**src/rtl/pcie_user_regs_mc.sv**
```systemverilog
// BAR0 user-register file: local IPv4/MAC plus NCH destination channels with shadow/live
// staging, per-channel transmit counters, a commit sequencer and a pipelined read port.
module pcie_user_regs_mc #(
   parameter int unsigned NCH    = 4,
   parameter int unsigned RD_LAT = 1
) (
   input  logic              clk,
   input  logic              sys_rst_n,
   input  logic [13:0]       rd_addr,
   input  logic [3:0]        rd_be,
   output logic [31:0]       rd_data,
   input  logic [13:0]       wr_addr,
   input  logic [7:0]        wr_be,
   input  logic [31:0]       wr_data,
   input  logic              wr_en,
   output logic              wr_busy,
   input  logic [NCH-1:0]    tx_pulse,
   input  logic [7:0]        debug,
   output logic [31:0]       if_v4addr,
   output logic [47:0]       if_macaddr,
   output logic [NCH*32-1:0] dest_v4addr,
   output logic [NCH*48-1:0] dest_macaddr,
   output logic [NCH*36-1:0] mem_paddr
);

   localparam int unsigned IW = (NCH > 1) ? $clog2(NCH) : 1;

   localparam logic [31:0] RST_IF_V4   = 32'h0A00_15C7;
   localparam logic [47:0] RST_IF_MAC  = 48'h0037_7600_0001;
   localparam logic [31:0] RST_DST_V4  = 32'h0A00_15FF;
   localparam logic [47:0] RST_DST_MAC = 48'hFFFF_FFFF_FFFF;
   localparam logic [35:0] RST_PADDR   = 36'h0_000D_0000;
   localparam logic [7:0]  NCH_ID      = 8'(NCH);

   typedef enum logic [0:0] {StIdle, StCopy} state_e;

   state_e              state_q, state_d;
   logic [IW-1:0]       idx_q, idx_d;
   logic [15:0]         commit_cnt_q, commit_cnt_d;
   logic [31:0]         if_v4_q, if_v4_d;
   logic [47:0]         if_mac_q, if_mac_d;
   logic [NCH-1:0][31:0] sh_v4_q, sh_v4_d, live_v4_q, live_v4_d;
   logic [NCH-1:0][47:0] sh_mac_q, sh_mac_d, live_mac_q, live_mac_d;
   logic [NCH-1:0][35:0] sh_pa_q, sh_pa_d, live_pa_q, live_pa_d;
   logic [NCH*32-1:0]   tx_cnt_q, tx_cnt_d;
   logic [31:0]         rd_mux, rd_q1;
   logic                commit_req;
   logic [31:0]         wr_tmp, cnt;
   logic                clr;

   // Lane 0 is the most significant byte on this bus.
   function automatic logic [31:0] be_merge(input logic [31:0] old, input logic [31:0] nw,
                                            input logic [3:0] be);
      logic [31:0] r;
      r = old;
      if (be[0]) r[31:24] = nw[31:24];
      if (be[1]) r[23:16] = nw[23:16];
      if (be[2]) r[15:8]  = nw[15:8];
      if (be[3]) r[7:0]   = nw[7:0];
      return r;
   endfunction

   logic [6:0] wr_off, rd_off;
   logic [3:0] wr_chsel, rd_chsel;
   logic       wr_ok, wr_ch_ok, rd_ch_ok;

   assign wr_off   = wr_addr[6:0];
   assign rd_off   = rd_addr[6:0];
   assign wr_chsel = wr_off[6:3] - 4'd2;
   assign rd_chsel = rd_off[6:3] - 4'd2;
   assign wr_ok    = wr_en && !wr_busy && (wr_addr[13:12] == 2'b01);
   assign wr_ch_ok = (wr_off[6:4] != 3'd0) && ({28'd0, wr_chsel} < NCH);
   assign rd_ch_ok = (rd_off[6:4] != 3'd0) && ({28'd0, rd_chsel} < NCH);

   assign wr_busy = (state_q == StCopy);

   always_comb begin
      if_v4_d    = if_v4_q;
      if_mac_d   = if_mac_q;
      sh_v4_d    = sh_v4_q;
      sh_mac_d   = sh_mac_q;
      sh_pa_d    = sh_pa_q;
      tx_cnt_d   = tx_cnt_q;
      commit_req = 1'b0;
      wr_tmp     = '0;
      cnt        = '0;
      clr        = 1'b0;
      if (wr_ok && !wr_ch_ok) begin
         case (wr_off)
            7'h00: if_v4_d = be_merge(if_v4_q, wr_data, wr_be[3:0]);
            7'h02: if_mac_d[47:16] = be_merge(if_mac_q[47:16], wr_data, wr_be[3:0]);
            7'h03: begin
               wr_tmp = be_merge({if_mac_q[15:0], 16'h0}, wr_data, wr_be[3:0]);
               if_mac_d[15:0] = wr_tmp[31:16];
            end
            7'h05: commit_req = wr_be[3] && wr_data[0];
            default: ;
         endcase
      end
      for (int i = 0; i < NCH; i++) begin
         clr = 1'b0;
         if (wr_ok && wr_ch_ok && (wr_chsel == 4'(i))) begin
            case (wr_off[2:0])
               3'd0: sh_v4_d[i] = be_merge(sh_v4_q[i], wr_data, wr_be[3:0]);
               3'd2: sh_mac_d[i][47:16] = be_merge(sh_mac_q[i][47:16], wr_data, wr_be[3:0]);
               3'd3: begin
                  wr_tmp = be_merge({sh_mac_q[i][15:0], 16'h0}, wr_data, wr_be[3:0]);
                  sh_mac_d[i][15:0] = wr_tmp[31:16];
               end
               3'd4: begin
                  wr_tmp = be_merge({sh_pa_q[i][19:0], 12'h0}, wr_data, wr_be[3:0]);
                  sh_pa_d[i][19:0] = wr_tmp[31:12];
               end
               3'd5: begin
                  wr_tmp = be_merge({sh_pa_q[i][35:20], 16'h0}, wr_data, wr_be[3:0]);
                  sh_pa_d[i][35:20] = wr_tmp[31:16];
               end
               3'd6: clr = (wr_be[3:0] != 4'h0);
               default: ;
            endcase
         end
         // A clear coincident with a pulse counts that pulse.
         cnt = tx_cnt_q[32*i +: 32];
         if (clr) begin
            cnt = tx_pulse[i] ? 32'd1 : 32'd0;
         end else if (tx_pulse[i] && (cnt != 32'hFFFF_FFFF)) begin
            cnt = cnt + 32'd1;
         end
         tx_cnt_d[32*i +: 32] = cnt;
      end
   end

   always_comb begin
      state_d      = state_q;
      idx_d        = idx_q;
      commit_cnt_d = commit_cnt_q;
      live_v4_d    = live_v4_q;
      live_mac_d   = live_mac_q;
      live_pa_d    = live_pa_q;
      unique case (state_q)
         StIdle: begin
            if (commit_req) begin
               state_d = StCopy;
               idx_d   = '0;
            end
         end
         StCopy: begin
            for (int i = 0; i < NCH; i++) begin
               if (idx_q == IW'(i)) begin
                  live_v4_d[i]  = sh_v4_q[i];
                  live_mac_d[i] = sh_mac_q[i];
                  live_pa_d[i]  = sh_pa_q[i];
               end
            end
            if (idx_q == IW'(NCH - 1)) begin
               state_d      = StIdle;
               commit_cnt_d = commit_cnt_q + 16'd1;
            end else begin
               idx_d = idx_q + IW'(1);
            end
         end
         default: state_d = StIdle;
      endcase
   end

   always_ff @(posedge clk or negedge sys_rst_n) begin
      if (!sys_rst_n) begin
         state_q      <= StIdle;
         idx_q        <= '0;
         commit_cnt_q <= '0;
         if_v4_q      <= RST_IF_V4;
         if_mac_q     <= RST_IF_MAC;
         sh_v4_q      <= {NCH{RST_DST_V4}};
         sh_mac_q     <= {NCH{RST_DST_MAC}};
         sh_pa_q      <= {NCH{RST_PADDR}};
         live_v4_q    <= {NCH{RST_DST_V4}};
         live_mac_q   <= {NCH{RST_DST_MAC}};
         live_pa_q    <= {NCH{RST_PADDR}};
         tx_cnt_q     <= '0;
      end else begin
         state_q      <= state_d;
         idx_q        <= idx_d;
         commit_cnt_q <= commit_cnt_d;
         if_v4_q      <= if_v4_d;
         if_mac_q     <= if_mac_d;
         sh_v4_q      <= sh_v4_d;
         sh_mac_q     <= sh_mac_d;
         sh_pa_q      <= sh_pa_d;
         live_v4_q    <= live_v4_d;
         live_mac_q   <= live_mac_d;
         live_pa_q    <= live_pa_d;
         tx_cnt_q     <= tx_cnt_d;
      end
   end

   // Reads see pre-edge state, so a same-cycle write to the same offset is not visible.
   always_comb begin
      rd_mux = '0;
      if (rd_addr[13:12] == 2'b01) begin
         if (rd_ch_ok) begin
            for (int i = 0; i < NCH; i++) begin
               if (rd_chsel == 4'(i)) begin
                  case (rd_off[2:0])
                     3'd0: rd_mux = sh_v4_q[i];
                     3'd2: rd_mux = sh_mac_q[i][47:16];
                     3'd3: rd_mux = {sh_mac_q[i][15:0], 16'h0};
                     3'd4: rd_mux = {sh_pa_q[i][19:0], 12'h0};
                     3'd5: rd_mux = {sh_pa_q[i][35:20], 16'h0};
                     3'd6: rd_mux = tx_cnt_q[32*i +: 32];
                     default: rd_mux = '0;
                  endcase
               end
            end
         end else begin
            case (rd_off)
               7'h00: rd_mux = if_v4_q;
               7'h02: rd_mux = if_mac_q[47:16];
               7'h03: rd_mux = {if_mac_q[15:0], 8'h00, debug};
               7'h04: rd_mux = {8'h02, 16'h0000, NCH_ID};
               7'h06: rd_mux = {commit_cnt_q, 15'h0, wr_busy};
               default: rd_mux = '0;
            endcase
         end
      end
   end

   always_ff @(posedge clk or negedge sys_rst_n) begin
      if (!sys_rst_n) rd_q1 <= '0;
      else            rd_q1 <= rd_mux;
   end

   if (RD_LAT >= 2) begin : g_rd_lat2
      logic [31:0] rd_q2;
      always_ff @(posedge clk or negedge sys_rst_n) begin
         if (!sys_rst_n) rd_q2 <= '0;
         else            rd_q2 <= rd_q1;
      end
      assign rd_data = rd_q2;
   end else begin : g_rd_lat1
      assign rd_data = rd_q1;
   end

   assign if_v4addr    = if_v4_q;
   assign if_macaddr   = if_mac_q;
   assign dest_v4addr  = live_v4_q;
   assign dest_macaddr = live_mac_q;
   assign mem_paddr    = live_pa_q;

   logic unused_ok;
   assign unused_ok = ^{rd_be, wr_be[7:4], rd_addr[11:7], wr_addr[11:7]};

endmodule

```
**config.mk**
```make
export PLATFORM = sky130hd
export DESIGN_NAME = pcie_user_regs_mc
export DESIGN_NICKNAME = d
export VERILOG_FILES = /design/src/rtl/pcie_user_regs_mc.sv
export SDC_FILE = /design/constraint.sdc
export NUM_CORES = 2
export LEC_CHECK = 0
export CAP_MARGIN = 10
export CORE_ASPECT_RATIO = 2
export CORE_UTILIZATION = 35
export CTS_CLUSTER_DIAMETER = 120
export DETAILED_ROUTE_END_ITERATION = 16
export GPL_ROUTABILITY_DRIVEN = 0
export PLACE_DENSITY_LB_ADDON = 0.1
export SYNTH_ARGS = -nofsm -noshare
export SYNTH_HDL_FRONTEND = slang
export SYNTH_SLANG_ARGS = --single-unit
```
**constraint.sdc**
```tcl
create_clock -name clk -period 2.3 [get_ports clk]
set_input_delay 0.575 -clock clk [delete_from_list [all_inputs] [get_ports clk]]
set_output_delay 0.575 -clock clk [all_outputs]
set_load 0.01 [all_outputs]
```
# [After elaboration in Yosys (flattened, before gate mapping)]
# Index checks and enable logic that the tools add are counted.
[op_classes] n_addsub=8 order_cmp=2 n_eq_ne=34 muxes=36 bitwise_logic=1 n_reduce_logical=106
[ops] operator="case mux 32 bit (6 select lines)" count=4
[ops] operator="two-way mux 32 bit" count=14
[ops] operator="AND reduction 3 bit" count=70
[ops] operator="case mux 32 bit (5 select lines)" count=1
[ops] operator="adder 32 x 1 -> 32 bit, second input constant" count=4
[ops] operator="inequality test 32 bit, second input constant" count=4
[ops] operator="equality test 7 x 2 -> 1 bit, second input constant" count=4
[ops] operator="equality test 7 x 3 -> 1 bit, second input constant" count=3
[ops] operator="equality test 3 bit, second input constant" count=6
[ops] operator="adder 16 x 1 -> 16 bit, second input constant" count=1
[ops] operator="equality test 4 x 2 -> 1 bit, second input constant" count=4
[ops] operator="logical AND 1 bit" count=15
[ops] operator="logical NOT 7 bit" count=2
[ops] operator="two-way mux 1 bit" count=13
[ops] operator="equality test 3 x 2 -> 1 bit, second input constant" count=4
[ops] operator="AND reduction 2 bit" count=5
[ops] operator="equality test 4 x 1 -> 1 bit, second input constant" count=2
[ops] operator="logical NOT 4 bit" count=2
[ops] operator="< comparator 4 x 3 -> 1 bit, second input constant" count=2
[ops] operator="nonzero test 2 bit" count=4
[ops] operator="subtractor 4 x 2 -> 4 bit, second input constant" count=2
[ops] operator="equality test 2 x 1 -> 1 bit, second input constant" count=3
[ops] operator="logical NOT 3 bit" count=2
[ops] operator="nonzero test 3 bit" count=2
[ops] operator="10 further kinds" count=14
[word_totals] ff_bits=1187 output_inout_bits=577 word_cells=277

# [Logic depth before layout (Yosys ltp)]
[logic_depth] ltp_word=8 ltp_mapped=12 mapped_depth_nobuf=8

# [Worst setup path after synthesis]
# No wires, ideal clock.
[synth_timing] path_kind="input-to-reg" start="input rd_addr[4]" end="register rd_q1[23] (netlist: rd_data[23])" setup_time_ps=82 arrival_time_ps=2673 t_required_ps=2218 setup_slack_ps=-455 stages=10 path_buffers=4 cell_sequence="clkbuf_1 inv_1 clkbuf_1 ha_1 or4b_1 nor2_1 buf_2 buf_2 a21boi_0 o22ai_1"
[synth_between] elab_chain_cells=8
[synth_rtl] item="start: declaration" line_no="9" rtl="input logic [13:0] rd_addr,"
[synth_rtl] item="subtractor 4 x 2 -> 4 bit" line_no="70" rtl="assign rd_chsel = rd_off[6:3] - 4'd2;"
[synth_rtl] item="logical NOT 4 bit" line_no="202" rtl="if (rd_chsel == 4'(i)) begin"
[synth_rtl] item="two-way mux 32 bit (4 in series)" line_no="202"
[synth_rtl] item="two-way mux 32 bit *" line_no="200" rtl="if (rd_ch_ok) begin"
[synth_rtl] item="two-way mux 32 bit *" line_no="199" rtl="if (rd_addr[13:12] == 2'b01) begin"
[synth_rtl] item="via rd_mux[23]" line_no="46" rtl="logic [31:0] rd_mux, rd_q1;"
[synth_rtl] item="end signal: assignment" line_no="229" rtl="else rd_q1 <= rd_mux;"
[synth_rtl] item="end: declaration" line_no="46"
# Mark *: on every way through the listed nets, which the timed path passes. The rest lies on a longest branch.
# A chain may end at the register's enable or synchronous reset.

# [Worst setup path after layout]
[layout_timing] start="register state_q (netlist: wr_busy)" end="register tx_cnt_q[44]"
[layout_between] elab_chain_cells=7
[layout_rtl] item="start: declaration" line_no="37" rtl="state_e state_q, state_d;"
[layout_rtl] item="start signal: assignment" line_no="168" rtl="state_q <= StIdle;"
[layout_rtl] item="start signal: assignment" line_no="181" rtl="state_q <= state_d;"
[layout_rtl] item="logical NOT 1 bit *" line_no="71" rtl="assign wr_ok = wr_en && !wr_busy && (wr_addr[13:12] == 2'b01);"
[layout_rtl] item="logical AND 1 bit * (2 in series)" line_no="71"
[layout_rtl] item="logical AND 1 bit * (2 in series)" line_no="102" rtl="if (wr_ok && wr_ch_ok && (wr_chsel == 4'(i))) begin"
[layout_rtl] item="two-way mux 1 bit *" line_no="102"
[layout_rtl] item="two-way mux 32 bit / nonzero test 2 bit (equally long branches)"
[layout_rtl] item="end signal: assignment" line_no="192" rtl="tx_cnt_q <= tx_cnt_d;"
[layout_rtl] item="end: declaration" line_no="45" rtl="logic [NCH*32-1:0] tx_cnt_q, tx_cnt_d;"
# Every way passes the cells marked *; elsewhere a longest branch is shown, timed or not.

==> impl_results.md <==
- Outcome: finished, violations left
- Failing checks: setup timing
- Die Ht: between 500 and 600 um
- VDD IR max: 0.000663 V
- Critical path type: flop to flop
- Layout cells sized above 1: 0.459
- Effective utilization at floorplan: 0.354
- Max FO, Critical Path: 7
- CP endpoint kind: flop
- Critical path, cell by cell: and4bb_1, nand2_2, or3_4, buf_12, buf_8, nor2b_4, clkbuf_16, nor2_2
- Final setup fails: 8
- First-pass GRT wire length: 325 mm
- CTS Root Cell: clkbuf_16
- CTS tree: done
- CTS H-Tree Depth: 3
- Initial antenna violation count: 8
- IO Port Bufs: between 600 and 700
- Cells taking the most area after synthesis: dfrtp_1, dfstp_2, mux2_2, nand2_1, nor2_1
- Io pins: 664
- Worst Path Arrival: 2950 ps
- Number of global-route vias before repair: 41728
- Worst-skew pair later-pin latency: around 740 ps
- Minimum clock period: 2340 ps
- Final max-slew violation count: 0
- CTS Sinks: ~1200
- DRC viols: 0
- Synth area leader: dfrtp_1
- Buf+Inv Stages, Crit Path: 3
- Family with the most delay on the worst path: simple AND/OR/NAND/NOR gates
- Setup ws final: -39.7 ps
- Final hold vios: 0
- Leak: 34.2 nW
- Post-synth top flop: dfrtp_1
- Largest net degree at the start of global routing: 105
- Clock Skew: 42.3 ps
- Gr usage total: 0.297
- Syn avg cell area: 12.7 um2
- Worst Setup Start Kind: flop
- 1st-iter DRT viols: 3081
- Cell Area, Synth: 53100 um2
- #FFs+latches synth: 1187
- Max-Cap Viols: 0
- DR vias/cell: 5.49
- GRT overflow: 0
- Sequential fraction of the synthesis area: 0.572
- Post-synthesis net count: between 4000 and 5000
- Clock transition at path regs: 70 ps
- Remaining antenna violation count after routing: 0
- Synth top area share: 0.308
- PwrDens: 634 nW/um2
- # nets final: about 5400
- Post-synth EDFFs: 0
- Initial DRT Pass Iterations: 7
- HP Class: input pin to async pin
- Crit-path max cell delay: 460 ps
- Setup TNS: -172 ps
- Drt total wl: 230 mm
- HPWL Detailed: around 180 mm
- Slew at the pin closest to its max-slew limit: 879 ps
- Cell row count: 201
- Max-slew headroom: 0.409
- Most instantiated cells after synthesis: mux2_2, dfrtp_1, dfstp_2
- Total CTS buffers: 109
- Chip width: around 280 um
- Most frequent cell after synthesis: mux2_2
- Critical Path RT: 2910 ps
- Core Area: between 150000 and 200000 um2
- Period utilisation layout: 1.02
- FMAX: roughly 430 MHz
- Max Root-Sink Buffers: 3
- WL/cell: 31.2 um
- Pre-CTS setup slack: -1030 ps
- Vias after detailed routing: 40425
- Ys Warns: 0
- Area Growth Syn to Fin: 34.9%
- Async set-reset flop share out of synthesis: 1.00
- RSZ-0062 raised after global routing: yes
- Slowest-stage cell, CP: dfrtp_2
- Filler cell count: 13795
- Mapped Cells: 4182
- Die Area: 153000 um2
- Yosys cell types: 86
## power by group
group	switching, mW	internal, mW	leakage, nW
clock	8.82	11.0	1.88
combinational	2.30	1.44	17.8
sequential	0.544	21.3	14.5
## final cells by class
| type | instances | area [um2] | share of cell area |
|---|---|---|---|
| sequential | 1187 | 30400 | 0.425 |
| tap | 1928 | 2410 | 0.0337 |
| multi-input combinational | 2707 | 22100 | 0.309 |
| clock inverter | 50 | 648 | 0.00905 |
| clock buffer | 157 | 3190 | 0.0446 |
| inverter | 26 | 118 | 0.00164 |
| antenna | 10 | 25.0 | 0.000350 |
| timing repair buffer | 1299 | 12600 | 0.177 |
## metal layers
metal / global-route usage / up-vias / part of all wire
met5: 0 / - / 0.00013
met4: 0.166 / 4 / 0.064
met3: 0.0513 / 449 / 0.060
met2: 0.488 / 1596 / 0.48
met1: 0.368 / 21083 / 0.40
li1: - / 17293 / -
## cells in the final DEF, fill, tap and decap left out, types with 13 or more instances in the layout
| master | netlist | routed |
|---|---|---|
| mux2_2 | 935 | 854 |
| dfrtp_1 | 654 | 629 |
| dfstp_2 | 533 | 533 |
| buf_4 | 15 | 511 |
| nand2_1 | 482 | 477 |
| dlygate4sd2_1 | 0 | 389 |
| clkdlybuf4s50_1 | 0 | 241 |
| nor2_1 | 202 | 193 |
| buf_12 | 1 | 132 |
| a21oi_1 | 127 | 124 |
| clkbuf_16 | 0 | 114 |
| o21ai_0 | 93 | 90 |
| a221oi_1 | 83 | 81 |
| mux2_4 | 0 | 81 |
| nand3_1 | 80 | 79 |
| mux2i_1 | 71 | 71 |
| xnor2_1 | 61 | 60 |
| xor2_1 | 59 | 59 |
| nand4_1 | 56 | 56 |
| a22oi_1 | 44 | 38 |
| nor3_1 | 38 | 33 |
| and3_1 | 26 | 26 |
| dfrtp_2 | 0 | 25 |
| clkbuf_1 | 135 | 23 |
| inv_1 | 25 | 22 |
| clkbuf_8 | 0 | 22 |
| a211oi_1 | 22 | 21 |
| clkinv_2 | 0 | 21 |
| and2_1 | 19 | 19 |
| a222oi_1 | 18 | 18 |
| o211ai_1 | 17 | 17 |
| or3_1 | 17 | 16 |
| nand3_2 | 15 | 16 |
| mux4_2 | 15 | 15 |
| a22o_1 | 15 | 15 |
| nor2_4 | 4 | 13 |
## worst paths after layout
kind                            slack [ps]                             to                      start  cells past startpoint
worst min register to register         460  dest_macaddr[191]$_DFFE_PN1P_  sh_mac_q[191]$_DFFE_PN1P_                      2
worst max register to register         -40       tx_cnt_q[44]$_DFFE_PN0P_          wr_busy$_DFF_PN0_                      8
worst max-delay path                   -40       tx_cnt_q[44]$_DFFE_PN0P_          wr_busy$_DFF_PN0_                      8
min in group clk                       460  dest_macaddr[191]$_DFFE_PN1P_  sh_mac_q[191]$_DFFE_PN1P_                      2
worst min-delay path                   370       tx_cnt_q[87]$_DFFE_PN0P_                  sys_rst_n                      2
max in group asynchronous             1000       sh_mac_q[66]$_DFFE_PN1P_                  sys_rst_n                      4
## flip-flops by register name, indices dropped and copies added (netlist names)
register,cells
sh_v4_q,128
tx_cnt_q,128
if_macaddr,48
wr_busy,1
if_v4addr,32
dest_macaddr,192
dest_v4addr,128
rd_data,32
idx_q,2
commit_cnt_q,16
sh_pa_q,144
mem_paddr,144
sh_mac_q,192
## timing repair
action,in CTS,in global routing
resized for setup,436,58
buffers inserted,23,6
hold endpoints to repair,15,0
setup endpoints to repair,808,212
pin swaps,4,16
hold buffers,1,0
cloned,1,3
## through the flow
step            util  instance area, um2  cells  power (mW)  hold slack, ps
2_1_floorplan      -               53600   4182        23.3             279
5_1_grt        0.477               71600   7355        46.7             391
6_report       0.477               71600   7364        45.4             374
3_5_place_dp   0.450               67600   7114        25.9             449
3_3_place_gp   0.450               67600   7114        25.8             446
4_1_cts        0.475               71200   7346        45.8             341
## worst register-to-register path, cell delays in order, from the launching register on
cell and delay [ps]:
dfrtp_2 460, and4bb_1 320, nand2_2 90, or3_4 420
buf_12 190, buf_8 150, nor2b_4 290, clkbuf_16 260
nor2_2 50
## cell families after synthesis
family / count (synthesis) / synth area share
compound gates: 499 / 0.0648
xor+xnor: 120 / 0.0198
fa+ha+maj: 13 / 0.00306
buf+inv: 288 / 0.0239
flops: 1187 / 0.572
mux: 1021 / 0.218
simple gates: 1054 / 0.0982
(Power assumes the default switching activity.)
